## config.mk

```make
export PLATFORM = sky130hd
export DESIGN_NAME = deal_controller
export DESIGN_NICKNAME = d
export VERILOG_FILES = /design/src/rtl/deal_pkg.sv /design/src/rtl/banker_rule.sv /design/src/rtl/deal_controller.sv
export SDC_FILE = /design/constraint.sdc
export NUM_CORES = 1
export LEC_CHECK = 0
export CORE_MARGIN = 2
export CORE_UTILIZATION = 45
export DETAILED_ROUTE_END_ITERATION = 8
export GPL_ROUTABILITY_DRIVEN = 0
export PLACE_DENSITY = 0.77
export SYNTH_ARGS = -nofsm -noshare
export SYNTH_HDL_FRONTEND = slang
export SYNTH_HIERARCHICAL = 1
export SYNTH_SLANG_ARGS = --single-unit
```

## constraint.sdc

```tcl
create_clock -name slow_clock -period 1.9 [get_ports slow_clock]
set_input_delay 0.19 -clock slow_clock [delete_from_list [all_inputs] [get_ports slow_clock]]
set_output_delay 0.19 -clock slow_clock [all_outputs]
set_load 0.02 [all_outputs]
```

## src/rtl/deal_pkg.sv

```systemverilog
`default_nettype none
// ============================================================================
// Module      : deal_pkg
// Description : Shared types and constants for the baccarat deal controller:
//               FSM state enum, card-code constants, natural/draw thresholds
//               and a helper mapping a raw card code to its point value.
// Revision    : 1.0  initial release
// ============================================================================
package deal_pkg;

  typedef enum logic [3:0] {
    IDLE  = 4'd0,
    P1    = 4'd1,
    D1    = 4'd2,
    P2    = 4'd3,
    D2    = 4'd4,
    CHECK = 4'd5,
    P3    = 4'd6,
    BANK  = 4'd7,
    D3    = 4'd8,
    DONE  = 4'd9,
    CLEAR = 4'd10
  } deal_state_e;

  // Raw card codes
  localparam logic [3:0] ACE  = 4'd1;
  localparam logic [3:0] TEN  = 4'd10;
  localparam logic [3:0] KING = 4'd13;

  // Score thresholds
  localparam logic [3:0] NATURAL_LO             = 4'd8;
  localparam logic [3:0] NATURAL_HI             = 4'd9;
  localparam logic [3:0] PLAYER_DRAW_MAX        = 4'd5;
  localparam logic [3:0] DEALER_DRAW_MAX        = 4'd5;  // player stood
  localparam logic [3:0] BANKER_ALWAYS_DRAW_MAX = 4'd2;

  // Last value of the DONE hold counter before a new hand starts
  localparam logic [2:0] HOLD_LAST = 3'd7;

  // Ten and face cards count zero; every other code counts its face value.
  function automatic logic [3:0] card_value(input logic [3:0] code);
    return (code >= TEN && code <= KING) ? 4'd0 : code;
  endfunction

  // Only 8 and 9 are naturals; out-of-range scores never are.
  function automatic logic is_natural(input logic [3:0] score);
    return (score == NATURAL_LO) || (score == NATURAL_HI);
  endfunction

endpackage
`default_nettype wire

```

## src/rtl/banker_rule.sv

```systemverilog
`default_nettype none
// ============================================================================
// Module      : banker_rule
// Description : Combinational banker third-card decision, used after the
//               player has drawn a third card.
// Ports       : dscore_i  [3:0] banker score (values >9 never draw)
//               pcard3_i  [3:0] raw code of the player's third card
//               draw_o          1 = banker draws a third card
// Revision    : 1.0  initial release
// ============================================================================
module banker_rule
  import deal_pkg::*;
(
  input  logic [3:0] dscore_i,
  input  logic [3:0] pcard3_i,
  output logic       draw_o
);

  logic [3:0] v_w;

  always_comb begin
    v_w    = card_value(pcard3_i);
    draw_o = 1'b0;
    if (dscore_i <= BANKER_ALWAYS_DRAW_MAX) begin
      draw_o = 1'b1;
    end else begin
      case (dscore_i)
        4'd3:    draw_o = (v_w != 4'd8);
        4'd4:    draw_o = (v_w >= 4'd2) && (v_w <= 4'd7);
        4'd5:    draw_o = (v_w >= 4'd4) && (v_w <= 4'd7);
        4'd6:    draw_o = (v_w >= 4'd6) && (v_w <= 4'd7);
        default: draw_o = 1'b0;  // 7 and out-of-range scores stand
      endcase
    end
  end

endmodule
`default_nettype wire

```

## src/rtl/deal_controller.sv

```systemverilog
`default_nettype none
// ============================================================================
// Module      : deal_controller
// Description : Baccarat dealing sequencer. Walks the fixed four-card deal,
//               applies the player and banker third-card rules, and shows the
//               hand result. All outputs are registered Moore decodes of the
//               state being entered.
// Ports       : slow_clock            clock, rising edge
//               resetb                asynchronous active-low reset
//               pscore/dscore   [3:0] player/dealer hand scores
//               pcard3          [3:0] raw code of the player third card
//               load_pcard1..3        player card register load strobes
//               load_dcard1..3        dealer card register load strobes
//               player_win_light      player score >= dealer score in DONE
//               dealer_win_light      dealer score >= player score in DONE
//               clear_hands           one-cycle clear of all card registers
// Config      : DEAL_AUTO_NEW_HAND_EN  when defined, DONE is held for eight
//               cycles, then CLEAR pulses clear_hands and a new hand starts.
//               When undefined, DONE is absorbing and clear_hands is 0.
// Revision    : 1.0  initial release
// ============================================================================
module deal_controller
  import deal_pkg::*;
(
  input  logic       slow_clock,
  input  logic       resetb,
  input  logic [3:0] pscore,
  input  logic [3:0] dscore,
  input  logic [3:0] pcard3,
  output logic       load_pcard1,
  output logic       load_pcard2,
  output logic       load_pcard3,
  output logic       load_dcard1,
  output logic       load_dcard2,
  output logic       load_dcard3,
  output logic       player_win_light,
  output logic       dealer_win_light,
  output logic       clear_hands
);

  deal_state_e state_q, state_d;
  logic        banker_draw;

  banker_rule u_banker_rule (
    .dscore_i (dscore),
    .pcard3_i (pcard3),
    .draw_o   (banker_draw)
  );

`ifdef DEAL_AUTO_NEW_HAND_EN
  logic [2:0] hold_q, hold_d;
`endif

  // Next-state logic
  always_comb begin
    state_d = IDLE;
    case (state_q)
      IDLE:  state_d = P1;
      P1:    state_d = D1;
      D1:    state_d = P2;
      P2:    state_d = D2;
      D2:    state_d = CHECK;
      CHECK: begin
        if (is_natural(pscore) || is_natural(dscore)) begin
          state_d = DONE;
        end else if (pscore <= PLAYER_DRAW_MAX) begin
          state_d = P3;
        end else if (dscore <= DEALER_DRAW_MAX) begin
          state_d = D3;
        end else begin
          state_d = DONE;
        end
      end
      P3:    state_d = BANK;
      BANK:  state_d = banker_draw ? D3 : DONE;
      D3:    state_d = DONE;
`ifdef DEAL_AUTO_NEW_HAND_EN
      DONE:  state_d = (hold_q == HOLD_LAST) ? CLEAR : DONE;
      CLEAR: state_d = P1;
`else
      DONE:  state_d = DONE;
`endif
      default: state_d = IDLE;  // unused encodings recover to IDLE
    endcase
  end

`ifdef DEAL_AUTO_NEW_HAND_EN
  // Counts cycles spent in DONE; restarts at 0 each time DONE is entered.
  always_comb begin
    hold_d = 3'd0;
    if (state_q == DONE && state_d == DONE) begin
      hold_d = hold_q + 3'd1;
    end
  end
`endif

  // State and registered outputs, decoded from the state being entered so
  // each output is valid for exactly the cycle spent in its state.
  always_ff @(posedge slow_clock or negedge resetb) begin
    if (!resetb) begin
      state_q          <= IDLE;
      load_pcard1      <= 1'b0;
      load_pcard2      <= 1'b0;
      load_pcard3      <= 1'b0;
      load_dcard1      <= 1'b0;
      load_dcard2      <= 1'b0;
      load_dcard3      <= 1'b0;
      player_win_light <= 1'b0;
      dealer_win_light <= 1'b0;
`ifdef DEAL_AUTO_NEW_HAND_EN
      clear_hands      <= 1'b0;
      hold_q           <= 3'd0;
`endif
    end else begin
      state_q          <= state_d;
      load_pcard1      <= (state_d == P1);
      load_pcard2      <= (state_d == P2);
      load_pcard3      <= (state_d == P3);
      load_dcard1      <= (state_d == D1);
      load_dcard2      <= (state_d == D2);
      load_dcard3      <= (state_d == D3);
      // A tie lights both lamps.
      player_win_light <= (state_d == DONE) && (pscore >= dscore);
      dealer_win_light <= (state_d == DONE) && (dscore >= pscore);
`ifdef DEAL_AUTO_NEW_HAND_EN
      clear_hands      <= (state_d == CLEAR);
      hold_q           <= hold_d;
`endif
    end
  end

`ifndef DEAL_AUTO_NEW_HAND_EN
  assign clear_hands = 1'b0;
`endif

endmodule
`default_nettype wire
```

== Word level (Yosys, flattened, before mapping) ==
Index checks and enable logic that the tools add are counted.

* $add $sub $neg: 0
* Multiply operators: 0
* Divide/modulo/power cells: 0
* $lt $le $gt $ge: 11
* Eq/ne operators: 25
* Shift-type cells: 0
* Muxes and demuxes: 8
* Bitwise logic cells: 0
* Reductions and logical operators: 11

{| class="wikitable"
|+ Operators with widths
! operator !! number
|-
| 4-bit by 3-bit == test with 1-bit output, second input constant || 9
|-
| 4-bit case mux with 9 select lines || 1
|-
| 4-bit == test, second input constant || 8
|-
| 4-bit by 2-bit == test with 1-bit output, second input constant || 5
|-
| 4-bit by 3-bit <= comparator with 1-bit output, second input constant || 3
|-
| 4-bit two-way mux || 3
|-
| 4-bit by 1-bit == test with 1-bit output, second input constant || 2
|-
| 4-bit by 3-bit greater-or-equal comparator with 1-bit output, second input constant || 2
|-
| 4-bit greater-or-equal comparator || 2
|-
| 1-bit logical AND || 6
|-
| 4-bit by 2-bit greater-or-equal comparator with 1-bit output, second input constant || 1
|-
| 4-bit greater-or-equal comparator, second input constant || 1
|-
| 4-bit by 2-bit <= comparator with 1-bit output, second input constant || 1
|-
| 4-bit <= comparator, second input constant || 1
|-
| 4-bit zero test || 1
|-
| 4-bit != test, second input constant || 1
|-
| 1-bit case mux with 4 select lines || 1
|-
| 1-bit logical OR || 3
|-
| 1-bit two-way mux || 3
|-
| 2-bit OR reduction || 1
|}

* Register bits: 12
* Bits in latches: 0
* Bits in writable memories: 0
* Bits in read-only memories: 0
* Output and inout bits: 9
* Memories kept: 0

== Longest topological paths before layout ==
Gate-level depths: netlist of run 1.

* Word-level depth: 11
* Depth in mapped cells: 6

== Modules after synthesis ==
The synthesis of run 1 kept the hierarchy.

{| class="wikitable"
|+ Modules (own cells, without submodules)
! module !! times used !! cells an instance !! area each (um^2) !! sequential area each (um^2)
|-
| deal_controller || 1 || 74 || 711.9 || 300.3
|-
| banker_rule || 1 || 6 || 52.6 || 0.0
|}

== Least setup slack after synthesis of run 1 ==
Ideal clock, no wire load.

* Kind: input-to-reg
* Start: input dscore[1]
* End: register dealer_win_light
* Data arrival time: 1351 ps
* Data required time: 1767 ps
* Setup slack: 416 ps
* Cell stages on the path: 6
* Cell sequence: nor2b_4 or4b_1 a31oi_1 o311ai_0 a21oi_1 a211oi_1

* Word-level cells in the longest chain between the ends: 7

{| class="wikitable"
|+ RTL lines
! item !! RTL line !! source
|-
| start, declared || deal_controller.sv:28 || <nowiki>input logic [3:0] dscore,</nowiki>
|-
| 4-bit by 3-bit == test with 1-bit output / 4-bit by 2-bit == test with 1-bit output (equally long branches) || banker_rule.sv:27 || <nowiki>case (dscore_i)</nowiki>
|-
| 1-bit case mux with 4 select lines || banker_rule.sv:27 ||
|-
| 1-bit two-way mux (*) || banker_rule.sv:24 || <nowiki>if (dscore_i <= BANKER_ALWAYS_DRAW_MAX) begin</nowiki>
|-
| via banker_draw || deal_controller.sv:42 || <nowiki>logic banker_draw;</nowiki>
|-
| 1-bit two-way mux (*) || deal_controller.sv:75 || <nowiki>BANK: state_d = banker_draw ? D3 : DONE;</nowiki>
|-
| 4-bit case mux with 9 select lines (*) || deal_controller.sv:57 || <nowiki>case (state_q)</nowiki>
|-
| 4-bit == test (*) || deal_controller.sv:124 || <nowiki>dealer_win_light <= (state_d == DONE) && (dscore >= pscore);</nowiki>
|-
| 1-bit logical AND (*) || deal_controller.sv:124 ||
|-
| end signal, assigned || deal_controller.sv:124 ||
|-
| end, declared || deal_controller.sv:37 || <nowiki>output logic dealer_win_light,</nowiki>
|}

Mark *: on every way through the listed nets, which the timed path passes. The rest lies on a longest branch.

== Final worst setup path of run 1 ==
* Start: input pcard3[2]
* End: register player_win_light

* Word-level cells in the longest chain between the ends: 11

{| class="wikitable"
|+ RTL lines
! item !! RTL line !! source
|-
| start, declared || deal_controller.sv:29 || <nowiki>input logic [3:0] pcard3,</nowiki>
|-
| 4-bit greater-or-equal comparator / 4-bit <= comparator (equally long branches) || deal_pkg.sv:42 || <nowiki>return (code >= TEN && code <= KING) ? 4'd0 : code;</nowiki>
|-
| 1-bit logical AND || deal_pkg.sv:42 ||
|-
| 4-bit two-way mux (*) || deal_pkg.sv:42 ||
|-
| 4-bit by 3-bit greater-or-equal comparator with 1-bit output (tied with other cells) || banker_rule.sv:31 || <nowiki>4'd6: draw_o = (v_w >= 4'd6) && (v_w <= 4'd7);</nowiki>
|-
| 1-bit logical AND, on equally long branches || banker_rule.sv:31, banker_rule.sv:29, banker_rule.sv:30 ||
|-
| 1-bit case mux with 4 select lines (*) || banker_rule.sv:27 ||
|-
| 1-bit two-way mux (*) || banker_rule.sv:24 ||
|-
| via banker_draw || deal_controller.sv:42 ||
|-
| 1-bit two-way mux (*) || deal_controller.sv:75 ||
|-
| 4-bit case mux with 9 select lines (*) || deal_controller.sv:57 ||
|-
| 4-bit == test (*) || deal_controller.sv:123 || <nowiki>player_win_light <= (state_d == DONE) && (pscore >= dscore);</nowiki>
|-
| 1-bit logical AND (*) || deal_controller.sv:123 ||
|-
| end signal, assigned || deal_controller.sv:123 ||
|-
| end, declared || deal_controller.sv:36 || <nowiki>output logic player_win_light,</nowiki>
|}

Marks and branches as above.

==> impl_metrics.csv, run 1 <==
group,metric,value,unit
outcome,status,"completed",
routing,drc_errors,0,
logic_synthesis,ys_warn_count,6,
routing,postRouteAntennaNets,0,
die,initial_core_util,0.496,
cts,hold_buffers,0,
placement,placed_cells,117,
die,chipHeight,45.2,um
finish,fin_nets,124,
cts,root_buffer,"clkbuf_4",
logic_synthesis,async_flop_share,1.00,
die,die_area,2040,sq um
routing,wl_per_cell,12.5,um
logic_synthesis,ys_types,40,
timing,fin_crit_sh,0.894,
cts,cts.sinks,12,
placement,portBuffers,21,
worst_setup_path,cp_max_fo,2,
cts,cts_buffer_depth,2,
job,maxCapViolations,0,
worst_setup_path,path_class,"input port to register",
cts,cts_made_buffers,3,
die,fp-row-count,14,
worst_setup_path,arrival,1.85,ns
logic_synthesis,ys.flop_type,"dfrtp_1",
worst_setup_path,end_kind,"register",
finish,regArea,300,sq um
cts,post_cts_buffers,0,
placement,dp_hpwl,1.24,mm
finish,final_core_util,0.675,
timing,fmax,0.589,GHz
cts,clock_latency,0.27,ns
cts,cts_resized,0,
timing,fin_skew,0.00108,ns
worst_setup_path,critPathLaunchType,"input port",
timing,worst_pin_slew,0.533,ns
timing,finalHoldViolations,0,
grt,grt_max_degree,15,
power,power.density,567,nW/um^2
finish,multiInputGateArea,410,sq um
logic_synthesis,synth_edf_count,0,
timing,min_period,1.70,ns
logic_synthesis,syn_area,764,sq um
routing,wl,1.51,mm
grt,grt.overflow.total,0,
routing,drtPass1Iterations,4,
routing,drt_iter0_drc,8,
logic_synthesis,synth-seq-cells,12,
worst_hold_path,worstHoldPathType,"input port to asynchronous set/reset pin",
finish,antenna_cells,0,
grt,grt_pass1_wl,2.67,mm
timing,grt_setup_unrepaired,"no",
worst_setup_path,worstPathRequired,2.05,ns
logic_synthesis,ys_seq_area_frac,0.393,
power,vdd_ir_drop_max,0.310,mV
timing,relSlewSlack,0.643,
cts,tritoncts,"yes",
timing,setup_tns,0,ns
finish,fin_cells,121,
grt,antenna_found_initial,0,
logic_synthesis,netlist_instances,80,
timing,finalSetupViolations,0,
die,die_w,45.2,um
grt,first_global_vias,660,
cts,htree_levels,1,
die,io_pins,23,
logic_synthesis,synth_area_per_cell,9.56,sq um
routing,vias_per_cell,5.67,
timing,drv_slew,0,
power,finalPower,590,uW
logic_synthesis,synthesis.nets,98,
routing,num_vias,686,
finish,final_layout_size_suffix_gt1_frac,0.162,
timing,whs,0.260,ns
cts,clk_pin_slew,0.07,ns
finish,areaGrowthSynthToFinish,36.2,%
die,core_area,1540,sq um
grt,grt_usage,0.180,
power,p_leak,0.466,nW
finish,fillers,133,
-- worst max-delay path, stage by stage --
cell and delay [ns]:
clkdlybuf4s50_1 0.52, nor2b_4 0.05, or4b_1 0.45, a31oi_1 0.22
o311ai_0 0.16, a21oi_1 0.19, a211oi_1 0.06
-- metrics by stage --
step / worst slack (ns) / cell area [sq um]
global placement: -0.0708 / 1000
finish: 0.202 / 1040
floorplan: 0.416 / 764
detailed placement: -0.118 / 1000
global route: 0.0411 / 1040
CTS: 0.177 / 1040
-- logic make-up after synthesis --
logic type | after synthesis | synth area share
simple gates | 31 | 0.265
compound gates | 20 | 0.201
buf+inv | 12 | 0.0704
flops | 12 | 0.393
fa+ha+maj | 4 | 0.0655
other cells | 1 | 0.00491
-- synth_stat cells (2+ instances only) --
cell type / instances / area, sq um
clkbuf_1: 2 / 7.51
nand2b_1: 4 / 25.0
dfrtp_1: 12 / 300
a21oi_1: 5 / 25.0
nor2_1: 3 / 11.3
or3b_2: 2 / 17.5
inv_1: 7 / 26.3
nand2_1: 4 / 15.0
a31oi_1: 2 / 12.5
buf_4: 2 / 15.0
ha_1: 4 / 50.1
a211oi_1: 2 / 15.0
nor3_1: 4 / 20.0
-- routing by layer --
metal  wire [um]  global-route usage  part of all wire
met5           0                   0                 0
met1         642               0.218              0.43
met4          31              0.0941             0.021
met3          62              0.0360             0.041
met2         771               0.300              0.51
-- power by group --
part           switching, mW  total, mW  internal [mW]
registers            0.00182      0.262          0.261
logic                 0.0545      0.123         0.0685
clock network         0.0878      0.204          0.117
-- state kept, by name (all words and copies together) (netlist names) --
register and cells:
dealer_win_light 1, state_q 4, load_pcard1 1, load_dcard1 1, load_dcard2 1, load_pcard3 1
load_dcard3 1, player_win_light 1, load_pcard2 1
-- cells in the final DEF, fill, tap and decap left out, drive strengths merged --
cell / count
nand2: 5
nor4bb: 1
nor2b: 2
buf: 5
o21ai: 1
nand4: 1
or4b: 1
o311ai: 1
o221ai: 1
a41o: 1
conb: 1
nand3b: 1
a21oi: 6
a311oi: 1
nor4b: 1
a31oi: 2
nand3: 1
ha: 4
or3b: 4
o21bai: 1
inv: 7
clkdlybuf4s50: 21
nand2b: 4
dfrtp: 12
a211oi: 3
clkbuf: 4
o211ai: 1
nor3: 4
nor3b: 1
nor2: 3
or3: 1
a21o: 2
nor4: 1
-- worst paths after layout --
check / startpoint / to / slack, ns / depth (start not counted)
min in group slow_clock: state_q[0]$_DFF_PN0_ / load_pcard2$_DFF_PN0_ / 0.65 / 1
worst min-delay path: resetb / state_q[3]$_DFF_PN0_ / 0.26 / 1
max in group asynchronous: resetb / load_dcard2$_DFF_PN0_ / 1.29 / 1
worst max register to register: state_q[3]$_DFF_PN0_ / player_win_light$_DFF_PN0_ / 0.41 / 4
worst min register to register: state_q[0]$_DFF_PN0_ / load_pcard2$_DFF_PN0_ / 0.65 / 1
worst max-delay path: pcard3[2] / player_win_light$_DFF_PN0_ / 0.20 / 7
-- area by class of cell --
| cell class | count | share of cell area |
|---|---|---|
| clock buffer | 4 | 0.0349 |
| inverter | 7 | 0.0252 |
| multi-input combinational | 56 | 0.394 |
| sequential | 12 | 0.288 |
| tap | 16 | 0.0192 |
| timing repair buffer | 26 | 0.238 |
Note: power is estimated with default switching activity, not from simulation.
==> inputs of run 2 (changes only) <==
- CAP_MARGIN: unset -> 20
==> results of run 2 <==
Same layout as run 1: the final DEF is identical, and so are final timing and power.
==> inputs of run 3 (changes only) <==
- CORE_ASPECT_RATIO: unset -> 1.1
- SLEW_MARGIN: unset -> 20
==> run 3 against run 2 <==
  * Combinational power hardly changed
  * Register-to-register slack hardly changed
  * First-iteration DRC count is 13% higher
  * Core utilization is 1.4 points lower
  * Non-clock buffer count stayed put
  * Critical path type unchanged
  * Highest routed layer unchanged
==> impl_metrics.csv, run 3 (synthesis results as in run 1) <==
group,metric,value,unit
cts,clock_latency,0.26,ns
worst_setup_path,worstPathRequired,2.04,ns
routing,drc_errors,0,
finish,antenna_cells,0,
grt,first_global_vias,636,
die,initial_core_util,0.485,
routing,postRouteAntennaNets,0,
cts,root_buffer,"clkbuf_4",
grt,gr-usage-met1,0.179,
routing,wl_per_cell,11.8,um
timing,relSlewSlack,0.660,
die,chipHeight,47.2,um
routing,wl,1.44,mm
placement,portBuffers,21,
die,fp-row-count,15,
job,maxCapViolations,0,
die,core_area,1580,sq um
timing,min_period,1.75,ns
timing,fmax,0.571,GHz
grt,grt_max_degree,15,
die,io_pins,23,
routing,num_vias,680,
worst_setup_path,end_kind,"register",
finish,areaGrowthSynthToFinish,36.3,%
timing,finalSetupViolations,0,
worst_setup_path,rrSetupSlack,0.40,ns
worst_setup_path,r2r-end,"player_win_light$_DFF_PN0_",
grt,use_met3,0.0115,
grt,antenna_found_initial,0,
cts,tritoncts,"yes",
grt,grt_pass1_wl,2.54,mm
routing,vias_per_cell,5.57,
worst_setup_path,path_class,"input port to register",
worst_hold_path,worstHoldPathType,"input port to asynchronous set/reset pin",
cts,cts.sinks,12,
worst_setup_path,cp_max_fo,2,
timing,fin_crit_sh,0.921,
power,finalPower,581,uW
timing,fin_skew,0.00191,ns
finish,fillers,136,
finish,final_common_cell,"clkdlybuf4s50_1",
cts,cts_resized,0,
outcome,status,"completed",
finish,layout_common_cells,"21 x clkdlybuf4s50_1, 12 x dfrtp_1, 7 x inv_1",
die,die_w,43.3,um
timing,grt_setup_unrepaired,"no",
cts,cts_made_buffers,3,
placement,dp_hpwl,1.17,mm
power,p_leak,0.466,nW
grt,gr-usage-met2,0.328,
worst_setup_path,r2r_start,"state_q[3]$_DFF_PN0_",
grt,grt_usage,0.164,
placement,placed_cells,118,
grt,grt.overflow.total,0,
worst_setup_path,critPathLaunchType,"input port",
worst_setup_path,arrival,1.89,ns
grt,grt_busiest_layer,"met2",
routing,drt_iter0_drc,9,
finish,fin_cells,122,
finish,regMostFlops,"state_q",
worst_setup_path,reg2regPathDepth,4,
timing,worst_pin_slew,0.508,ns
cts,post_cts_buffers,0,
cts,hold_buffers,0,
cts,clk_pin_slew,0.07,ns
power,power.density,558,nW/um^2
timing,finalHoldViolations,0,
cts,htree_levels,1,
power,vdd_ir_drop_max,0.227,mV
die,die_area,2050,sq um
cts,cts_buffer_depth,2,
finish,largest_register_ffs,4,
routing,drtPass1Iterations,4,
timing,drv_slew,0,
finish,fin_nets,124,
finish,final_layout_size_suffix_gt1_frac,0.162,
-- run 3: metal layers --
layer	vias up	wire, um
met2	25	753
met3	2	73
met1	313	590
met5	-	0
met4	0	19
li1	340	-
-- run 3: layout make-up --
cell class / instances / area, sq um / share of cell area
clock buffers: 4 / 36.3 / 0.0348
flip-flops and latches: 12 / 300 / 0.288
multi-input cells: 56 / 410 / 0.394
repair buffers: 26 / 248 / 0.238
well taps: 17 / 21.3 / 0.0204
inverters: 7 / 26.3 / 0.0252
-- run 3: metrics by stage --
stage / util / area, sq um / hold slack, ns / setup TNS (ns) / setup slack [ns]
floorplan: - / 764 / -0.106 / 0 / 0.416
global placement: 0.638 / 1010 / 0.553 / -0.290 / -0.0882
detailed placement: 0.638 / 1010 / 0.567 / -0.451 / -0.134
CTS: 0.661 / 1040 / 0.274 / 0 / 0.157
global route: 0.661 / 1040 / 0.300 / 0 / 0.0346
finish: 0.661 / 1040 / 0.259 / 0 / 0.150
-- run 3: worst max-delay path by stage --
stage                          from                         end  slack (ns)  cells after the start
after global placement    pcard3[2]  dealer_win_light$_DFF_PN0_       -0.09                      7
after detailed placement  pcard3[2]  player_win_light$_DFF_PN0_       -0.13                      7
after global routing      pcard3[2]  player_win_light$_DFF_PN0_        0.03                      7
after floorplan           dscore[1]  dealer_win_light$_DFF_PN0_        0.42                      6
final                     pcard3[2]  player_win_light$_DFF_PN0_        0.15                      7
after CTS                 pcard3[2]  player_win_light$_DFF_PN0_        0.16                      7
-- run 3: worst max-delay path: stages --
cell	delay, ns
clkdlybuf4s50_1	0.51
nor2b_4	0.05
or4b_1	0.46
a31oi_1	0.25
o311ai_0	0.17
a21oi_1	0.20
a211oi_1	0.07
-- run 3: power by group --
| part | internal (mW) | switching (mW) | total [mW] |
|---|---|---|---|
| registers | 0.261 | 0.00152 | 0.262 |
| clock network | 0.116 | 0.0798 | 0.196 |
| logic | 0.0686 | 0.0545 | 0.123 |
